File: config.mk
export PLATFORM = sky130hd
export DESIGN_NAME = qsn_shift_seq_len15_flat
export DESIGN_NICKNAME = d
export VERILOG_FILES = /design/src/rtl/qsn_shift_seq_len15_pkg.sv /design/src/rtl/qsn_shift_seq_len15_if.sv /design/src/rtl/qsn_shift_seq_len15_tbl.sv /design/src/rtl/qsn_shift_seq_len15.sv /design/src/flat_wrapper.sv
export SDC_FILE = /design/constraint.sdc
export NUM_CORES = 1
export LEC_CHECK = 0
export CAP_MARGIN = 20
export CELL_PAD_IN_SITES_DETAIL_PLACEMENT = 0
export CELL_PAD_IN_SITES_GLOBAL_PLACEMENT = 1
export CORE_UTILIZATION = 35
export DETAILED_ROUTE_END_ITERATION = 12
export PLACE_DENSITY = 0.7
export SYNTH_ARGS = -nofsm -noshare
export SYNTH_HDL_FRONTEND = slang
export SYNTH_HIERARCHICAL = 1
export SYNTH_SLANG_ARGS = --single-unit
File: constraint.sdc
create_clock -name sys_clk -period 9.65 [get_ports sys_clk]
set_input_delay 0.965 -clock sys_clk [delete_from_list [all_inputs] [get_ports sys_clk]]
set_output_delay 0.965 -clock sys_clk [all_outputs]
set_load 0.1 [all_outputs]
File: src/rtl/qsn_shift_seq_len15_pkg.sv
// Shared constants, FSM encodings and the merge-mask helper for the QSN shift sequencer.
package qsn_pkg;

  localparam int PC        = 15;
  localparam int SEL_W     = 4;
  localparam int MAX_LAYER = 4;
  localparam int MAX_COL   = 8;
  localparam int QSN_LAT   = 2;

  localparam int TBL_DEPTH = MAX_LAYER * MAX_COL;
  localparam int ADDR_W    = $clog2(TBL_DEPTH);
  localparam int LAYER_W   = $clog2(MAX_LAYER);
  localparam int COL_W     = $clog2(MAX_COL);
  localparam int CNUM_W    = COL_W + 1;

  typedef logic [1:0] state_t;
  localparam state_t ST_IDLE  = 2'd0;
  localparam state_t ST_RUN   = 2'd1;
  localparam state_t ST_DRAIN = 2'd2;

  // Lane k of the merge network takes the left path when k < n.
  function automatic logic [PC-2:0] merge_mask(input logic [SEL_W-1:0] n);
    logic [PC-2:0] m;
    m = '0;
    for (int k = 0; k < PC - 1; k++) begin
      m[k] = (k < int'(n));
    end
    return m;
  endfunction

endpackage

File: src/rtl/qsn_shift_seq_len15_if.sv
// Table-write, sweep-command and shifter-select bundle of the QSN shift sequencer.
interface qsn_shift_seq_len15_if;
  import qsn_pkg::*;

  logic                tbl_we;
  logic [ADDR_W-1:0]   tbl_waddr;
  logic [SEL_W-1:0]    tbl_wdata;
  logic                start;
  logic [LAYER_W-1:0]  layer_id;
  logic [CNUM_W-1:0]   col_num;
  logic [SEL_W-1:0]    z_size;
  logic                busy;
  logic [SEL_W-1:0]    left_sel;
  logic [SEL_W-1:0]    right_sel;
  logic [PC-2:0]       merge_sel;
  logic                sel_valid;
  logic                out_valid;
  logic [COL_W-1:0]    out_col_idx;
  logic                done;
  logic                err_cfg;

  modport master (
    output tbl_we, tbl_waddr, tbl_wdata, start, layer_id, col_num, z_size,
    input  busy, left_sel, right_sel, merge_sel, sel_valid, out_valid,
           out_col_idx, done, err_cfg
  );

  modport slave (
    input  tbl_we, tbl_waddr, tbl_wdata, start, layer_id, col_num, z_size,
    output busy, left_sel, right_sel, merge_sel, sel_valid, out_valid,
           out_col_idx, done, err_cfg
  );

endinterface

File: src/rtl/qsn_shift_seq_len15_tbl.sv
// Register-file shift table: one synchronous write port, one combinational read port.
module qsn_shift_tbl
  import qsn_pkg::*;
(
  input  logic              clk,
  input  logic              rst,
  input  logic              we,
  input  logic [ADDR_W-1:0] waddr,
  input  logic [SEL_W-1:0]  wdata,
  input  logic [ADDR_W-1:0] raddr,
  output logic [SEL_W-1:0]  rdata
);

  logic [SEL_W-1:0] mem_q [TBL_DEPTH];
  logic [SEL_W-1:0] mem_d [TBL_DEPTH];

  always_comb begin
    mem_d = mem_q;
    if (we) begin
      mem_d[waddr] = wdata;
    end
  end

  always_ff @(posedge clk) begin
    if (rst) begin
      for (int i = 0; i < TBL_DEPTH; i++) begin
        mem_q[i] <= '0;
      end
    end else begin
      mem_q <= mem_d;
    end
  end

  // Reads see the pre-edge contents, so a same-cycle write returns the old value.
  assign rdata = mem_q[raddr];

endmodule

File: src/rtl/qsn_shift_seq_len15.sv
// Per-layer shift-control sequencer feeding the 15-lane QSN barrel shifter.
module qsn_shift_seq_len15
  import qsn_pkg::*;
(
  input logic                  sys_clk,
  input logic                  rst,
  qsn_shift_seq_len15_if.slave bus
);

  localparam int DRAIN_W = $clog2(QSN_LAT + 1);

  state_t               state_q, state_d;
  logic [LAYER_W-1:0]   layer_q, layer_d;
  logic [CNUM_W-1:0]    cnum_q, cnum_d;
  logic [SEL_W-1:0]     z_q, z_d;
  logic [COL_W-1:0]     c_q, c_d;
  logic [DRAIN_W-1:0]   drain_q, drain_d;
  logic                 err_q, err_d;
  logic [SEL_W-1:0]     left_q, left_d;
  logic [SEL_W-1:0]     right_q, right_d;
  logic [PC-2:0]        merge_q, merge_d;
  logic                 sel_valid_q, sel_valid_d;
  logic [COL_W-1:0]     sel_col_q, sel_col_d;
  logic [QSN_LAT-1:0]   vpipe_q, vpipe_d;
  logic [COL_W-1:0]     cpipe_q [QSN_LAT];
  logic [COL_W-1:0]     cpipe_d [QSN_LAT];
  logic                 done_q, done_d;

  logic                 idle;
  logic                 cfg_bad;
  logic                 issue;
  logic [LAYER_W-1:0]   rd_layer;
  logic [COL_W-1:0]     rd_col;
  logic [SEL_W-1:0]     rd_z;
  logic [SEL_W-1:0]     s;
  logic [SEL_W-1:0]     diff;
  logic [ADDR_W-1:0]    raddr;

  qsn_shift_tbl u_tbl (
    .clk   (sys_clk),
    .rst   (rst),
    .we    (bus.tbl_we),
    .waddr (bus.tbl_waddr),
    .wdata (bus.tbl_wdata),
    .raddr (raddr),
    .rdata (s)
  );

  // Column 0 is issued on the accepting edge, so IDLE reads with the live command inputs.
  assign idle     = (state_q == ST_IDLE);
  assign rd_layer = idle ? bus.layer_id : layer_q;
  assign rd_col   = idle ? '0 : c_q;
  assign rd_z     = idle ? bus.z_size : z_q;
  assign raddr    = {rd_layer, rd_col};
  assign diff     = rd_z - s;
  assign cfg_bad  = (bus.z_size == '0) || (int'(bus.z_size) > PC) ||
                    (bus.col_num == '0) || (int'(bus.col_num) > MAX_COL);

  always_comb begin
    state_d     = state_q;
    layer_d     = layer_q;
    cnum_d      = cnum_q;
    z_d         = z_q;
    c_d         = c_q;
    drain_d     = drain_q;
    err_d       = err_q;
    left_d      = left_q;
    right_d     = right_q;
    merge_d     = merge_q;
    sel_valid_d = 1'b0;
    sel_col_d   = sel_col_q;
    done_d      = 1'b0;
    issue       = 1'b0;

    case (state_q)
      ST_IDLE: begin
        if (bus.start) begin
          if (cfg_bad) begin
            err_d = 1'b1;
          end else begin
            layer_d = bus.layer_id;
            cnum_d  = bus.col_num;
            z_d     = bus.z_size;
            c_d     = COL_W'(1);
            drain_d = '0;
            issue   = 1'b1;
            state_d = (bus.col_num == CNUM_W'(1)) ? ST_DRAIN : ST_RUN;
          end
        end
      end
      ST_RUN: begin
        issue = 1'b1;
        c_d   = c_q + COL_W'(1);
        if ({1'b0, c_q} == cnum_q - CNUM_W'(1)) begin
          state_d = ST_DRAIN;
          drain_d = '0;
        end
      end
      ST_DRAIN: begin
        if (drain_q == DRAIN_W'(QSN_LAT)) begin
          state_d = ST_IDLE;
          done_d  = 1'b1;
        end else begin
          drain_d = drain_q + DRAIN_W'(1);
        end
      end
      default: state_d = ST_IDLE;
    endcase

    // An out-of-range shift still occupies its slot, issued as a pass-through on the right path.
    if (issue) begin
      sel_valid_d = 1'b1;
      sel_col_d   = rd_col;
      if (s >= rd_z) begin
        err_d   = 1'b1;
        left_d  = '0;
        right_d = rd_z;
        merge_d = '0;
      end else begin
        left_d  = s;
        right_d = diff;
        merge_d = merge_mask(diff);
      end
    end

    vpipe_d[0] = sel_valid_q;
    cpipe_d[0] = sel_col_q;
    for (int i = 1; i < QSN_LAT; i++) begin
      vpipe_d[i] = vpipe_q[i-1];
      cpipe_d[i] = cpipe_q[i-1];
    end
  end

  always_ff @(posedge sys_clk) begin
    if (rst) begin
      state_q     <= ST_IDLE;
      layer_q     <= '0;
      cnum_q      <= '0;
      z_q         <= '0;
      c_q         <= '0;
      drain_q     <= '0;
      err_q       <= 1'b0;
      left_q      <= '0;
      right_q     <= '0;
      merge_q     <= '0;
      sel_valid_q <= 1'b0;
      sel_col_q   <= '0;
      vpipe_q     <= '0;
      done_q      <= 1'b0;
      for (int i = 0; i < QSN_LAT; i++) begin
        cpipe_q[i] <= '0;
      end
    end else begin
      state_q     <= state_d;
      layer_q     <= layer_d;
      cnum_q      <= cnum_d;
      z_q         <= z_d;
      c_q         <= c_d;
      drain_q     <= drain_d;
      err_q       <= err_d;
      left_q      <= left_d;
      right_q     <= right_d;
      merge_q     <= merge_d;
      sel_valid_q <= sel_valid_d;
      sel_col_q   <= sel_col_d;
      vpipe_q     <= vpipe_d;
      done_q      <= done_d;
      cpipe_q     <= cpipe_d;
    end
  end

  assign bus.busy        = (state_q != ST_IDLE);
  assign bus.left_sel    = left_q;
  assign bus.right_sel   = right_q;
  assign bus.merge_sel   = merge_q;
  assign bus.sel_valid   = sel_valid_q;
  assign bus.out_valid   = vpipe_q[QSN_LAT-1];
  assign bus.out_col_idx = cpipe_q[QSN_LAT-1];
  assign bus.done        = done_q;
  assign bus.err_cfg     = err_q;

endmodule

File: src/flat_wrapper.sv
// flat-port wrapper written by rule: the top's interface ports become plain ports
module qsn_shift_seq_len15_flat import qsn_pkg::*;
  (sys_clk, rst, bus_tbl_we, bus_tbl_waddr, bus_tbl_wdata, bus_start, bus_layer_id, bus_col_num, bus_z_size, bus_busy, bus_left_sel, bus_right_sel, bus_merge_sel, bus_sel_valid, bus_out_valid, bus_out_col_idx, bus_done, bus_err_cfg);
  qsn_shift_seq_len15_if bus_i ();
  input logic sys_clk;
  input logic rst;
  input wire logic [$bits(bus_i.tbl_we)-1:0] bus_tbl_we;
  input wire logic [$bits(bus_i.tbl_waddr)-1:0] bus_tbl_waddr;
  input wire logic [$bits(bus_i.tbl_wdata)-1:0] bus_tbl_wdata;
  input wire logic [$bits(bus_i.start)-1:0] bus_start;
  input wire logic [$bits(bus_i.layer_id)-1:0] bus_layer_id;
  input wire logic [$bits(bus_i.col_num)-1:0] bus_col_num;
  input wire logic [$bits(bus_i.z_size)-1:0] bus_z_size;
  output wire logic [$bits(bus_i.busy)-1:0] bus_busy;
  output wire logic [$bits(bus_i.left_sel)-1:0] bus_left_sel;
  output wire logic [$bits(bus_i.right_sel)-1:0] bus_right_sel;
  output wire logic [$bits(bus_i.merge_sel)-1:0] bus_merge_sel;
  output wire logic [$bits(bus_i.sel_valid)-1:0] bus_sel_valid;
  output wire logic [$bits(bus_i.out_valid)-1:0] bus_out_valid;
  output wire logic [$bits(bus_i.out_col_idx)-1:0] bus_out_col_idx;
  output wire logic [$bits(bus_i.done)-1:0] bus_done;
  output wire logic [$bits(bus_i.err_cfg)-1:0] bus_err_cfg;
  assign bus_i.tbl_we = bus_tbl_we;
  assign bus_i.tbl_waddr = bus_tbl_waddr;
  assign bus_i.tbl_wdata = bus_tbl_wdata;
  assign bus_i.start = bus_start;
  assign bus_i.layer_id = bus_layer_id;
  assign bus_i.col_num = bus_col_num;
  assign bus_i.z_size = bus_z_size;
  assign bus_busy = bus_i.busy;
  assign bus_left_sel = bus_i.left_sel;
  assign bus_right_sel = bus_i.right_sel;
  assign bus_merge_sel = bus_i.merge_sel;
  assign bus_sel_valid = bus_i.sel_valid;
  assign bus_out_valid = bus_i.out_valid;
  assign bus_out_col_idx = bus_i.out_col_idx;
  assign bus_done = bus_i.done;
  assign bus_err_cfg = bus_i.err_cfg;
  qsn_shift_seq_len15 u_core (.sys_clk(sys_clk), .rst(rst), .bus(bus_i));
endmodule
==> results of run 1 <==
==> where the power goes <==
group	leakage, uW	switching, uW	total [uW]	internal (uW)
sequential	0.00146	11.2	775	764
clock	0.000281	314	715	400
combinational	0.00128	198	268	70.1
==> how the worst max path moves through the flow <==
stage	start	endpoint	slack (ps)	cells after the start
finish	u_core/state_q[1]	u_core/bus.merge_sel[1]	4480	15
global route	u_core/state_q[1]	u_core/bus.merge_sel[1]	4180	15
floorplan	u_core/state_q[0]	u_core/bus.right_sel[0]	5300	18
CTS	u_core/state_q[1]	u_core/bus.merge_sel[1]	4240	14
detailed placement	u_core/state_q[1]	u_core/bus.merge_sel[1]	4290	14
global placement	u_core/state_q[1]	u_core/bus.merge_sel[1]	4400	14
==> final cells by class <==
class,count,area [sq um],area share (%)
multi-input cells,658,4340,44.8
flip-flops and latches,181,3620,37.4
repair buffers,70,673,6.96
clock buffers,20,457,4.72
well taps,319,399,4.12
clock inverters,12,143,1.47
inverters,12,45.0,0.465
diodes,1,2.50,0.0259
==> logic make-up after synthesis <==
group | Yosys count
buffers and inverters | 115
AOI/OAI and AO/OA | 324
DFF | 181
adders and majority gates | 8
and+or+nand+nor | 263
xor gates and xnor gates | 11
muxes | 52
==> placed cells by master (no fill, tap or decap), drive strengths merged, types with 15 or more instances in the layout <==
cell type,n
inv,17
a21oi,167
nor2,15
nand2,49
o21ai,135
buf,19
mux4,40
nand3,142
clkbuf,20
dfxtp,181
clkdlybuf4s50,51
==> state kept, by name, indices dropped and copies added, names as in the netlist, 4 cells and up <==
name                  flops
u_core/cnum_q             4
u_core/bus.right_sel      4
u_core/bus.left_sel       4
u_core/bus.merge_sel     14
u_core/z_q                4
u_core/u_tbl/mem_q      128
==> metal layers <==
layer	vias up	share of wire (%)	global-route usage [%]
met5	-	0	0
met4	0	1.2	6.35
met3	22	6.4	3.19
met2	253	48	33.9
met1	3589	45	27.2
li1	3446	-	-
==> per-stage QoR <==
step                      power [uW]  worst slack, ps  utilization, %
final                           1760             4480            41.2
after global routing            1820             4180            41.2
after CTS                       1770             4240            41.0
after detailed placement        1060             4290            38.5
after global placement          1060             4400            38.5
after floorplan                  984             5300               -
==> results.tsv, run 1 <==
stage	metric	value	unit
clock_network	Clock Tree Buf Depth	2	
yosys	syn nets	985	
routing	First-pass DRT Iterations	5	
sta	Worst Tran Pin Value	1090	ps
floorplan	initial core utilization	35.8	%
critical_path	Crit path arrival time	5530	ps
clock_network	Worst-path clk slew	70	ps
floorplan	Die H	157	microns
critical_path	CP delay by family, top	multiplexers	
critical_path	worst-path fanout max	32	
min_path	hold_sp	u_core/cpipe_d[0]	
sta	Final period util	53.6	%
yosys	Synth async-reset ratio	0	%
yosys	Post-Synth XOR/XNOR Area	1.15	%
grt	grt ovf	0	
sta	Slew HR	27.0	%
yosys	count of cell types in the netlist	47	
grt	vias in the first global route	6970	
grt	largest net degree at the start of global routing	98	
yosys	Yosys warning count	6	
clock_network	Num CTS Buffers	17	
finish	# fillers	2308	
critical_path	Reg2Reg Depth	15	
yosys	most common cell in the netlist	dfxtp_1	
critical_path	R2R Setup Slk	4480	ps
critical_path	crit end category	flop	
yosys	netlist area before placement	8400	sq um
placed_design	number of port buffers	52	
sta	Pins Over Slew Limit	0	
yosys	prevailing post-synth register cell	dfxtp_1	
yosys	adder-cell share of the synthesized area	1.28	%
clock_network	clock sink total	181	
yosys	share of the synthesized area in the top cell type	43.1	%
yosys	Synth area leaders	dfxtp_1 43%, mux4_2 11%, a21oi_1 9.9%	
routing	drt drc	0	
yosys	Seq/Total Area, Yosys	43.1	%
critical_path	Setup crit start kind	flop	
yosys	largest family of logic cells by synthesized area	compound AO/OA/AOI/OAI gates	
grt	gr usage total	20.4	%
clock_network	Post-CTS Hold Fix Bufs	0	
pwr	Pwr Density	182	nW/um^2
grt	initial antenna violation count	1	
yosys	mux cell area share after synthesis	12.3	%
finish	share of cells above drive strength 1	11.9	%
routing	Routed Antenna Nets	0	
placed_design	GPL Wtd Cong	0.736	
critical_path	Crit Path Category	flop to flop	
yosys	Post-Syn Area per Cell	8.81	sq um
yosys	area leader, netlist	dfxtp_1	
yosys	synth cell count leaders	181 x dfxtp_1, 166 x a21oi_1, 141 x nand3_1, 131 x o21ai_0, 83 x clkbuf_1	
routing	vias per inst	5.74	
floorplan	die area	24600	sq um
yosys	Synth Area in Compound Gates	20.4	%
yosys	#FFs+latches synth	181	
routing	Detailed Route WL	24.4	mm
routing	DRT iter0 DRCs	583	
critical_path	Worst path most repeated cell	buf_4	
yosys	fraction of the mapped netlist area in simple logic gates	16.1	%
critical_path	worst path buffer plus inverter count	3	
sta	Clock Skews	9.23	ps
sta	Final setup viols	0	
floorplan	Core ar.	23500	sq um
critical_path	Req. time, crit path	10010	ps
placed_design	dpl hpwl	13.4	mm
floorplan	Die Wd	157	microns
clock_network	H-Tree Depth	4	
critical_path	crit path cell chain	nor2_1 -> buf_4 -> nor2b_4 -> buf_4 -> mux4_2 -> mux4_2 -> mux2_2 -> ha_1 -> fa_1 -> nand2b_1 -> a211oi_2 -> buf_4 -> o31a_1 -> o21ai_0 -> a31oi_1	
finish	Area Overhead vs Synth	15.2	%
pwr	Worst VDD drop	0.0980	mV
finish	Non-Filler Instances	1273	
clock_network	Worst-Skew Late Latency	430	ps
status	status	finished, final reports clean	
yosys	Post-Synthesis Cells	954	
placed_design	Placement Cell Area	9030	sq um
placed_design	DP Cell Count	1237	
pwr	Pleak	0.00303	uW
sta	Fin Hold WS	438	ps
sta	total negative slack	0	ps
yosys	Post-synth EDFFs	0	
routing	Via Count	7310	
sta	RSZ-0062 raised after global routing	no	
sta	endpoints failing hold	0	
clock_network	CTS tree	built	
critical_path	Crit-path slowest cell	dfxtp_1	
floorplan	Rows	56	
routing	drt wl/cell	19.2	microns
grt	first-pass GRT wire length	39.0	mm
sta	Period minus WS final	5170	ps
min_path	hold endpoint	u_core/bus.out_col_idx[0]	
finish	post-route cell area	9680	sq um
critical_path	Worst R2R Start	u_core/state_q[1]	
min_path	Hold Path Cell Cnt	1	
clock_network	Clock Tree Root	clkbuf_16	
flow_run	# Max-Cap Violations	0	
critical_path	CP max stage delay	620	ps
sta	Max Clock Freq	0.194	GHz
min_path	worst min path class	flop to flop	
floorplan	IO Count	53	
clock_network	Post-CTS Resized	0	
finish	Final #Nets	971	
clock_network	postcts setup bufs	0	
critical_path	FF-to-FF End	u_core/bus.merge_sel[1]	
Power figures use the tool's default switching activity.
==> inputs of run 2 (changes only) <==
Clock period 9.65 ns to 5.2 ns, I/O delays scaled along.
==> run 2 against run 1 <==
Worst setup slack worse by 3900 ps. Design area is 0.30% lower. Via count hardly changed. Highest routed layer unchanged. First-iteration DRC count is 2.6% higher. Cell count is 0.31% higher. Wire length is 0.39% higher.
==> results.tsv, run 2 (same netlist as run 1, synthesis figures left out) <==
stage	metric	value	unit
status	status	finished, final reports clean	
floorplan	IO Count	53	
pwr	Clk pwr share	37.7	%
grt	grt ovf	0	
sta	RSZ-0062 raised after global routing	no	
critical_path	worst-path fanout max	10	
clock_network	H-Tree Depth	4	
grt	first-pass GRT wire length	38.9	mm
pwr	switching share of total power	30.3	%
clock_network	CTS tree	built	
finish	most common cell after layout, fill and taps aside	dfxtp_1	
routing	drt drc	0	
pwr	Worst VDD drop	0.163	mV
critical_path	CP delay by family, top	multiplexers	
sta	Max Clock Freq	0.214	GHz
sta	Final period util	89.7	%
critical_path	crit path cell chain	nor2_1 -> nor2b_4 -> buf_4 -> mux4_2 -> mux4_2 -> mux2_2 -> ha_1 -> fa_1 -> nand2b_1 -> a211oi_2 -> buf_4 -> nand3_2 -> o41ai_2	
floorplan	Core ar.	23500	sq um
critical_path	Crit-path slowest cell	a211oi_2	
clock_network	Post-CTS Hold Fix Bufs	0	
critical_path	Crit path depth	13	
floorplan	Die Wd	157	microns
finish	commonest cells after routing, fill and taps aside	181 x dfxtp_1, 166 x a21oi_1, 141 x nand3_1	
flow_run	# Max-Cap Violations	0	
routing	First-pass DRT Iterations	5	
placed_design	GPL Wtd Cong	0.775	
critical_path	CP max stage delay	520	ps
clock_network	Num CTS Buffers	17	
finish	multi-input logic area	4340	sq um
critical_path	Req. time, crit path	5530	ps
sta	Pins Over Slew Limit	0	
min_path	Hold Path Cell Cnt	1	
placed_design	number of port buffers	52	
routing	vias per inst	5.72	
grt	vias in the first global route	6818	
floorplan	Rows	56	
placed_design	dpl hpwl	14.1	mm
pwr	Int Power	2180	uW
finish	post-route cell area	9650	sq um
finish	Area Overhead vs Synth	14.8	%
floorplan	initial core utilization	35.8	%
pwr	combinational fraction of design power	16.3	%
finish	# fillers	2340	
sta	total negative slack	0	ps
sta	Slew HR	31.9	%
critical_path	Crit Path Category	flop to flop	
critical_path	Reg2Reg Depth	13	
grt	largest net degree at the start of global routing	77	
critical_path	crit end category	flop	
finish	share of cells above drive strength 1	12.1	%
clock_network	Worst-Skew Late Latency	440	ps
finish	Top reg by flops	u_core/u_tbl/mem_q	
pwr	Pleak	0.00302	uW
critical_path	Crit path arrival time	5000	ps
grt	initial antenna violation count	0	
finish	n_diodes	0	
routing	Via Count	7306	
routing	Detailed Route WL	24.5	mm
sta	endpoints failing hold	0	
clock_network	postcts setup bufs	0	
floorplan	die area	24600	sq um
finish	max reg flops	128	
clock_network	Post-CTS Resized	0	
sta	Final setup viols	0	
pwr	Final Total Pwr	3130	uW
clock_network	Clock Tree Root	clkbuf_16	
sta	Worst Tran Pin Value	1020	ps
routing	DRT iter0 DRCs	598	
critical_path	Setup crit start kind	flop	
finish	register area	3620	sq um
sta	Fin Hold WS	440	ps
pwr	Pwr Density	324	nW/um^2
floorplan	Die H	157	microns
pwr	sequential share of power	46.0	%
placed_design	Placement Cell Area	9100	sq um
sta	Period minus WS final	4670	ps
sta	Clock Skews	14.1	ps
routing	Routed Antenna Nets	0	
finish	Non-Filler Instances	1277	
min_path	worst min path class	flop to flop	
clock_network	clock sink total	181	
finish	Final #Nets	977	
routing	drt wl/cell	19.2	microns
pwr	NetSw	947	uW
clock_network	Worst-path clk slew	70	ps
placed_design	DP Cell Count	1244	
critical_path	worst path buffer plus inverter count	2	
clock_network	Clock Tree Buf Depth	2	
grt	gr usage total	20.5	%
run 2: per-layer routing:
metal	track usage (%)	vias up	part of all wire, %
li1	-	3451	-
met1	27.8	3581	45
met2	33.1	253	47
met3	3.66	21	6.3
met4	6.02	0	1.2
met5	0	-	0
run 2: layout make-up:
class,instances,share of cell area (%)
clock buffers,21,4.67
repair buffers,76,7.44
flip-flops and latches,181,37.6
well taps,319,4.14
clock inverters,10,0.804
multi-input cells,658,44.9
inverters,12,0.467
run 2: power by group through the flow:
| stage | registers (uW) | logic, uW | clock network [uW] |
|---|---|---|---|
| 3_3_place_gp | 1470 | 505 | 0 |
| 2_1_floorplan | 1590 | 239 | 0 |
| 4_1_cts | 1440 | 507 | 1210 |
| 3_5_place_dp | 1470 | 506 | 0 |
| 6_report | 1440 | 508 | 1180 |
| 5_1_grt | 1440 | 543 | 1260 |
run 2: final timing paths:
kind | from | end | slack (ps)
max | u_core/state_q[0] | u_core/bus.merge_sel[13] | 530
min | u_core/cpipe_d[2] | u_core/bus.out_col_idx[2] | 440
max reg2reg | u_core/state_q[0] | u_core/bus.merge_sel[13] | 530
min reg2reg | u_core/cpipe_d[2] | u_core/bus.out_col_idx[2] | 440
run 2: worst reg2reg max path, cell delays in order, from the launching register on:
cell      delay, ps
dfxtp_1         510
nor2_1          190
nor2b_4         400
buf_4           290
mux4_2          320
mux4_2          500
mux2_2          320
ha_1            250
fa_1            430
nand2b_1        210
a211oi_2        520
buf_4           280
nand3_2         130
o41ai_2         230
run 2: per-stage QoR:
step	worst slack, ps	util [%]
2_1_floorplan	846	-
3_3_place_gp	687	38.8
3_5_place_dp	528	38.8
4_1_cts	518	41.0
5_1_grt	249	41.1
6_report	534	41.1
==> variant 1, RTL diff (config.mk and constraints of run 1) <==
Reset style: asynchronous (`rst`), changed in 2 clocked blocks.
--- a/src/rtl/qsn_shift_seq_len15_tbl.sv
+++ b/src/rtl/qsn_shift_seq_len15_tbl.sv
@@ -22,5 +22,5 @@
   end
 
-  always_ff @(posedge clk) begin
+  always_ff @(posedge clk or posedge rst) begin
     if (rst) begin
       for (int i = 0; i < TBL_DEPTH; i++) begin
--- a/src/rtl/qsn_shift_seq_len15.sv
+++ b/src/rtl/qsn_shift_seq_len15.sv
@@ -132,5 +132,5 @@
   end
 
-  always_ff @(posedge sys_clk) begin
+  always_ff @(posedge sys_clk or posedge rst) begin
     if (rst) begin
       state_q     <= ST_IDLE;
Behaviour: differs if rst is asserted again (counterexample within 4 cycles, from zero or initial values and one cycle with rst high); with rst held inactive, the same outputs for 4 cycles.
==> variant 1 against run 1 <==
- synthesized cell count is 38% lower
- fmax is 3.7% higher
- count of clock-buffer cells in the layout is 1 lower
- sequential cell count stayed put
- non-clock buffer count is 8 lower
- wire length is 26% lower
- sequential share of layout area is 8.5 points higher
- setup slack better by 0.18 ns
- area after synthesis hardly changed
- largest cell class is now flip-flops and latches
- utilization is 0.75 points higher
- critical path depth is 1 lower
- design area is 1.8% higher
Power is not compared: it rests on default switching activity, and its combinational part moved more than twofold at a synthesized area within 25%.
==> variant 1: results (changes against run 1) <==
- The antenna diode instance count was 0 (was 1).
- The actual transition at the worst max-transition pin was 1.08 ns (was 1.09 ns).
* Destination of the worst register-to-register timing path: u_core/bus.merge_sel[9] (was u_core/bus.merge_sel[1])
- The fraction of registers with async set or reset after synthesis was 100% (was 0%).
* Non-clock inverters: 13 (was 12)
* Gr usage total: 16.0% (was 20.4%)
* Fraction of final layout cells sized beyond drive strength 1: 36.2% (was 11.9%)
* Critical register-to-register path startpoint: u_core/state_q[0] (was u_core/state_q[1])
- Data arrival time of the worst path: 5.36 ns (was 5.53 ns)
* Routed WL: 18200 µm (was 24400 µm)
- The critical path endpoint is u_core/bus.merge_sel[9] (was u_core/bus.merge_sel[1]).
* Weighted congestion at the end of routability-driven global placement: 0.803 (was 0.736)
- Multi-input logic portion of the cell area: 37.1% (was 44.8%)
- The number of DRC markers in iteration 0 was 198 (was 583).
- Post-route cell area: 9850 µm² (was 9680 µm²)
- The buffering overhead was 6.73% (was 6.96%).
- Multi-input combinational gate total: 362 (was 658)
- Number of global-route vias before repair: 5223 (was 6970)
- Synthesized netlist net count: 618 (was 985)
- The area overhead of the layout relative to synthesis is 17.4% (was 15.2%).
* Worst stage delay on the critical path: 0.84 ns (was 0.62 ns)
- The final layout net count came to 668 (was 971).
- Status: completed (unchanged)
* Hold Startpoint: u_core/cpipe_d[1] (was u_core/cpipe_d[0])
* Synth Instances: 587 (was 954)
* Drt first pass iters: 4 (was 5)
- Most common library cells after synthesis: 181 x sky130_fd_sc_hd__dfrtp_1, 146 x sky130_fd_sc_hd__mux2_2, 40 x sky130_fd_sc_hd__mux4_2, 40 x sky130_fd_sc_hd__nand2_1, 26 x sky130_fd_sc_hd__nor2_1 (was 181 x sky130_fd_sc_hd__dfxtp_1, 166 x sky130_fd_sc_hd__a21oi_1, 141 x sky130_fd_sc_hd__nand3_1).
- The sum of net half-perimeters after detailed placement came to 12400 µm (was 13400 µm).
- The first-pass GRT wire length came to 29700 µm (was 39000 µm).
- WHS Endpoint: u_core/bus.out_col_idx[1] (was u_core/bus.out_col_idx[0])
- The initial antenna violation count is 0 (was 1).
* Layout clock area frac: 5.60% (was 6.19%)
- Cell depth of the worst min-delay path: 0 (was 1)
- Number of sequential storage elements: 181 (unchanged)
* # clk buffers: 19 (was 20)
- Sequential portion of the cell area: 46.0% (was 37.4%)
- The number of library cell types mapped by synthesis came to 45 (was 47).
- The tightest hold margin is 0.350 ns (was 0.438 ns).
- Number of cell instances on the worst register-to-register path: 14 (was 15)
- Maximum number of pins on one net before global-route repair: 91 (was 98)
==> variant 1: changes by cell type after synthesis, sizes merged, moves of 11 or more <==
cell           run 1  this run
nand3            142         3
a21oi            167         5
nor2              15        26
mux2               8       146
clkbuf            83        14
dfxtp            181         0
o21ai            135        14
dfrtp              0       181
==> variant 1: cells by family after synthesis <==
group           Yosys count  synth area share [%]
mux                     191                  30.9
flops                   181                  53.9
simple gates            105                  6.11
compound gates           49                  4.14
buf+inv                  44                  2.68
xor+xnor                  9                 0.939
fa+ha+maj                 8                  1.28
==> variant 1: metal layers <==
metal,vias up,share of wire (%),GRT usage (%)
met5,-,0,0
met3,15,4.1,3.19
li1,2259,-,-
met2,107,48,25.4
met4,0,0.96,4.34
met1,2596,47,22.2
==> variant 1: report_power, final <==
part / total (mW) / internal, mW / switching (mW)
registers: 1.08 / 0.965 / 0.113
clock network: 0.649 / 0.338 / 0.311
logic: 1.78 / 0.696 / 1.08
total: 3.51 / 2.00 / 1.51
==> variant 2, RTL diff (flow settings as in run 1) <==
Without the edit above. Change the package constant `MAX_LAYER` from 4 to 8.
--- a/src/rtl/qsn_shift_seq_len15_pkg.sv
+++ b/src/rtl/qsn_shift_seq_len15_pkg.sv
@@ -4,5 +4,5 @@
   localparam int PC        = 15;
   localparam int SEL_W     = 4;
-  localparam int MAX_LAYER = 4;
+  localparam int MAX_LAYER = 8;
   localparam int MAX_COL   = 8;
   localparam int QSN_LAT   = 2;
Interface: changed (resized bus_layer_id and bus_tbl_waddr); port bits go from 53 to 55. The function was not compared with the original's and may differ.
==> variant 2 against run 1 <==
- critical path depth is 2 higher
- setup slack worse by 0.39 ns
- critical path type unchanged
- wire length is 61% higher
- critical endpoint is now u_core/bus.right_sel[3]
- hold slack better by 0.0018 ns
- design area is 67% higher
- power is 76% higher
- area after synthesis is 69% higher
- sequential cell count is 129 higher
==> variant 2: results (changes against run 1) <==
- Most common library cells after synthesis: 310 x sky130_fd_sc_hd__dfxtp_1, 270 x sky130_fd_sc_hd__nand2_1, 210 x sky130_fd_sc_hd__a21oi_1 (was 181 x sky130_fd_sc_hd__dfxtp_1, 166 x sky130_fd_sc_hd__a21oi_1, 141 x sky130_fd_sc_hd__nand3_1).
- Worst hold path class: reg2reg (unchanged)
- The largest driver fanout on the critical path was 37 (was 32).
* Maximum number of pins on one net before global-route repair: 155 (was 98)
* Worst stage delay on the critical path: 0.82 ns (was 0.62 ns)
- Worst-path clk slew: roughly 0.060 ns
* Master of the slowest instance on the critical path: sky130_fd_sc_hd__xnor2_1 (was sky130_fd_sc_hd__dfxtp_1)
- Synthesis Warnings: 6 (unchanged)
* Number of global-route vias before repair: 11200 (was 6970)
- The global router's overall resource usage is 19.4% (was 20.4%).
- The total placed instance area is 15000 µm² (was 9030 µm²).
* Distinct cell type count of the synthesized netlist: 61 (was 47)
- Synthesized netlist net count: 1632 (was 985)
- Flip-flop count of the largest register, all copies and words added: 256 (was 128)
* Largest cells by area after synthesis: sky130_fd_sc_hd__dfxtp_1 44%, sky130_fd_sc_hd__a21oi_1 7.4%, sky130_fd_sc_hd__nand2_1 7.1% (was sky130_fd_sc_hd__dfxtp_1 43%, sky130_fd_sc_hd__mux4_2 11%, sky130_fd_sc_hd__a21oi_1 9.9%)
- The largest register by flop count is u_core/u_tbl/mem_q (unchanged).
* Post-CTS setup buffer count: 0 (unchanged)
- Portion of the post-synthesis area used by sequential elements: 43.8% (was 43.1%)
- The detailed-route vias per instance was 5.45 (was 5.74).
- CTS root buf: sky130_fd_sc_hd__clkbuf_16 (unchanged)
- Weighted congestion at the end of routability-driven global placement: 0.786 (was 0.736)
- The initial antenna violation count came to 0 (was 1).
* I/O Buffers: 54 (was 52)
- The area overhead of the layout relative to synthesis was 13.8% (was 15.2%).
* Placement-stage worst setup slack: 4.12 ns (was 4.29 ns)
* Wire per inst: 18.5 µm (was 19.2 µm)
- The clock latency on the worst-skew pair came to 0.51 ns (was 0.43 ns).
- The number of DRC markers in iteration 0 was 943 (was 583).
* Setup skew after layout: 0.00983 ns (was 0.00923 ns)
* Data arrival time of the worst path: 5.98 ns (was 5.53 ns)
- The worst-case vdd ir drop is 85.8 µV (was 98.0 µV).
- The leakage power of the design was 5.20 nW (was 3.03 nW).
- Drt first pass iters: 5 (unchanged)
- The fraction of final layout cells with drive strength greater than 1 was 9.60% (was 11.9%).
* Cell family with the largest share of critical-path delay: buffers and inverters (was multiplexers)
* # H-tree levels: 2 (was 4)
- Status: completed (unchanged).
* Worst slew margin relative to its limit: 31.1% (was 27.0%)
- Fill cell total of the finished layout: 4021 (was 2308)
* Post-DP HPWL: 23800 µm (was 13400 µm)
- The first-pass GRT wire length came to 64100 µm (was 39000 µm).
* Number of buffers inserted during clock tree synthesis: 35 (was 17)
- Share of flip-flops with an asynchronous set or reset after synthesis: 0% (unchanged)
- The maximum buffer depth of the clock tree came to 3 (was 2).
* Cells resized by post-CTS repair: 0 (unchanged)
variant 2: cell count changes in the layout (fill, tap and decap cells not counted), moves of 10 or more:
cell / before / now
sky130_fd_sc_hd__a21oi_1: 166 / 210
sky130_fd_sc_hd__buf_4: 16 / 26
sky130_fd_sc_hd__clkbuf_16: 17 / 37
sky130_fd_sc_hd__dfxtp_1: 181 / 310
sky130_fd_sc_hd__mux2i_1: 4 / 85
sky130_fd_sc_hd__mux4_1: 0 / 25
sky130_fd_sc_hd__nand2_1: 49 / 270
sky130_fd_sc_hd__nand3_1: 141 / 187
sky130_fd_sc_hd__nor2_1: 15 / 121
sky130_fd_sc_hd__o21ai_0: 131 / 20
sky130_fd_sc_hd__o22ai_1: 0 / 10
variant 2: final timing paths:
path,slack (ns),from,to,cells after the start
worst max register to register,4.09,u_core/state_q[0],u_core/bus.right_sel[3],17
worst max-delay path,4.09,u_core/state_q[0],u_core/bus.right_sel[3],17
worst min-delay path,0.44,u_core/cpipe_d[2],u_core/bus.out_col_idx[2],1
worst min register to register,0.44,u_core/cpipe_d[2],u_core/bus.out_col_idx[2],1
variant 2: cell type report:
cell class | count | share of cell area (%)
Antenna cell | 1 | 0.0155
Multi-Input combinational cell | 1132 | 45.4
Tap cell | 525 | 4.07
Timing Repair Buffer | 80 | 4.46
Clock buffer | 56 | 6.86
Clock inverter | 6 | 0.496
Inverter | 10 | 0.232
Sequential cell | 310 | 38.4
variant 2: metrics by stage:
step	utilization, %	hold WS [ns]	cells
3_5_place_dp	37.6	0.427	2057
2_1_floorplan	-	0.414	1599
4_1_cts	40.5	0.437	2119
6_report	40.5	0.439	2120
3_3_place_gp	37.6	0.425	2057
5_1_grt	40.5	0.461	2119
variant 2: per-layer routing:
metal	GRT usage, %	vias to the layer above	wire length, µm	share of wire (%)
met5	0	-	0	0
met4	5.24	0	766	2.0
met3	2.78	54	2030	5.2
met2	31.1	308	17800	45
met1	27.2	5591	18600	47
li1	-	5603	-	-
variant 2: power by group:
part | total [mW] | internal, mW | switching [mW]
Clock | 1.36 | 0.837 | 0.525
Sequential | 1.32 | 1.30 | 0.0137
Combinational | 0.413 | 0.108 | 0.305
variant 2: logic make-up after synthesis:
kind of cell	Yosys count	synth area share [%]
AOI/OAI and AO/OA	290	11.4
adders and majority gates	8	0.759
xor gates and xnor gates	7	0.432
DFF	310	43.8
and+or+nand+nor	672	21.6
buffers and inverters	157	4.97
muxes	155	17.1
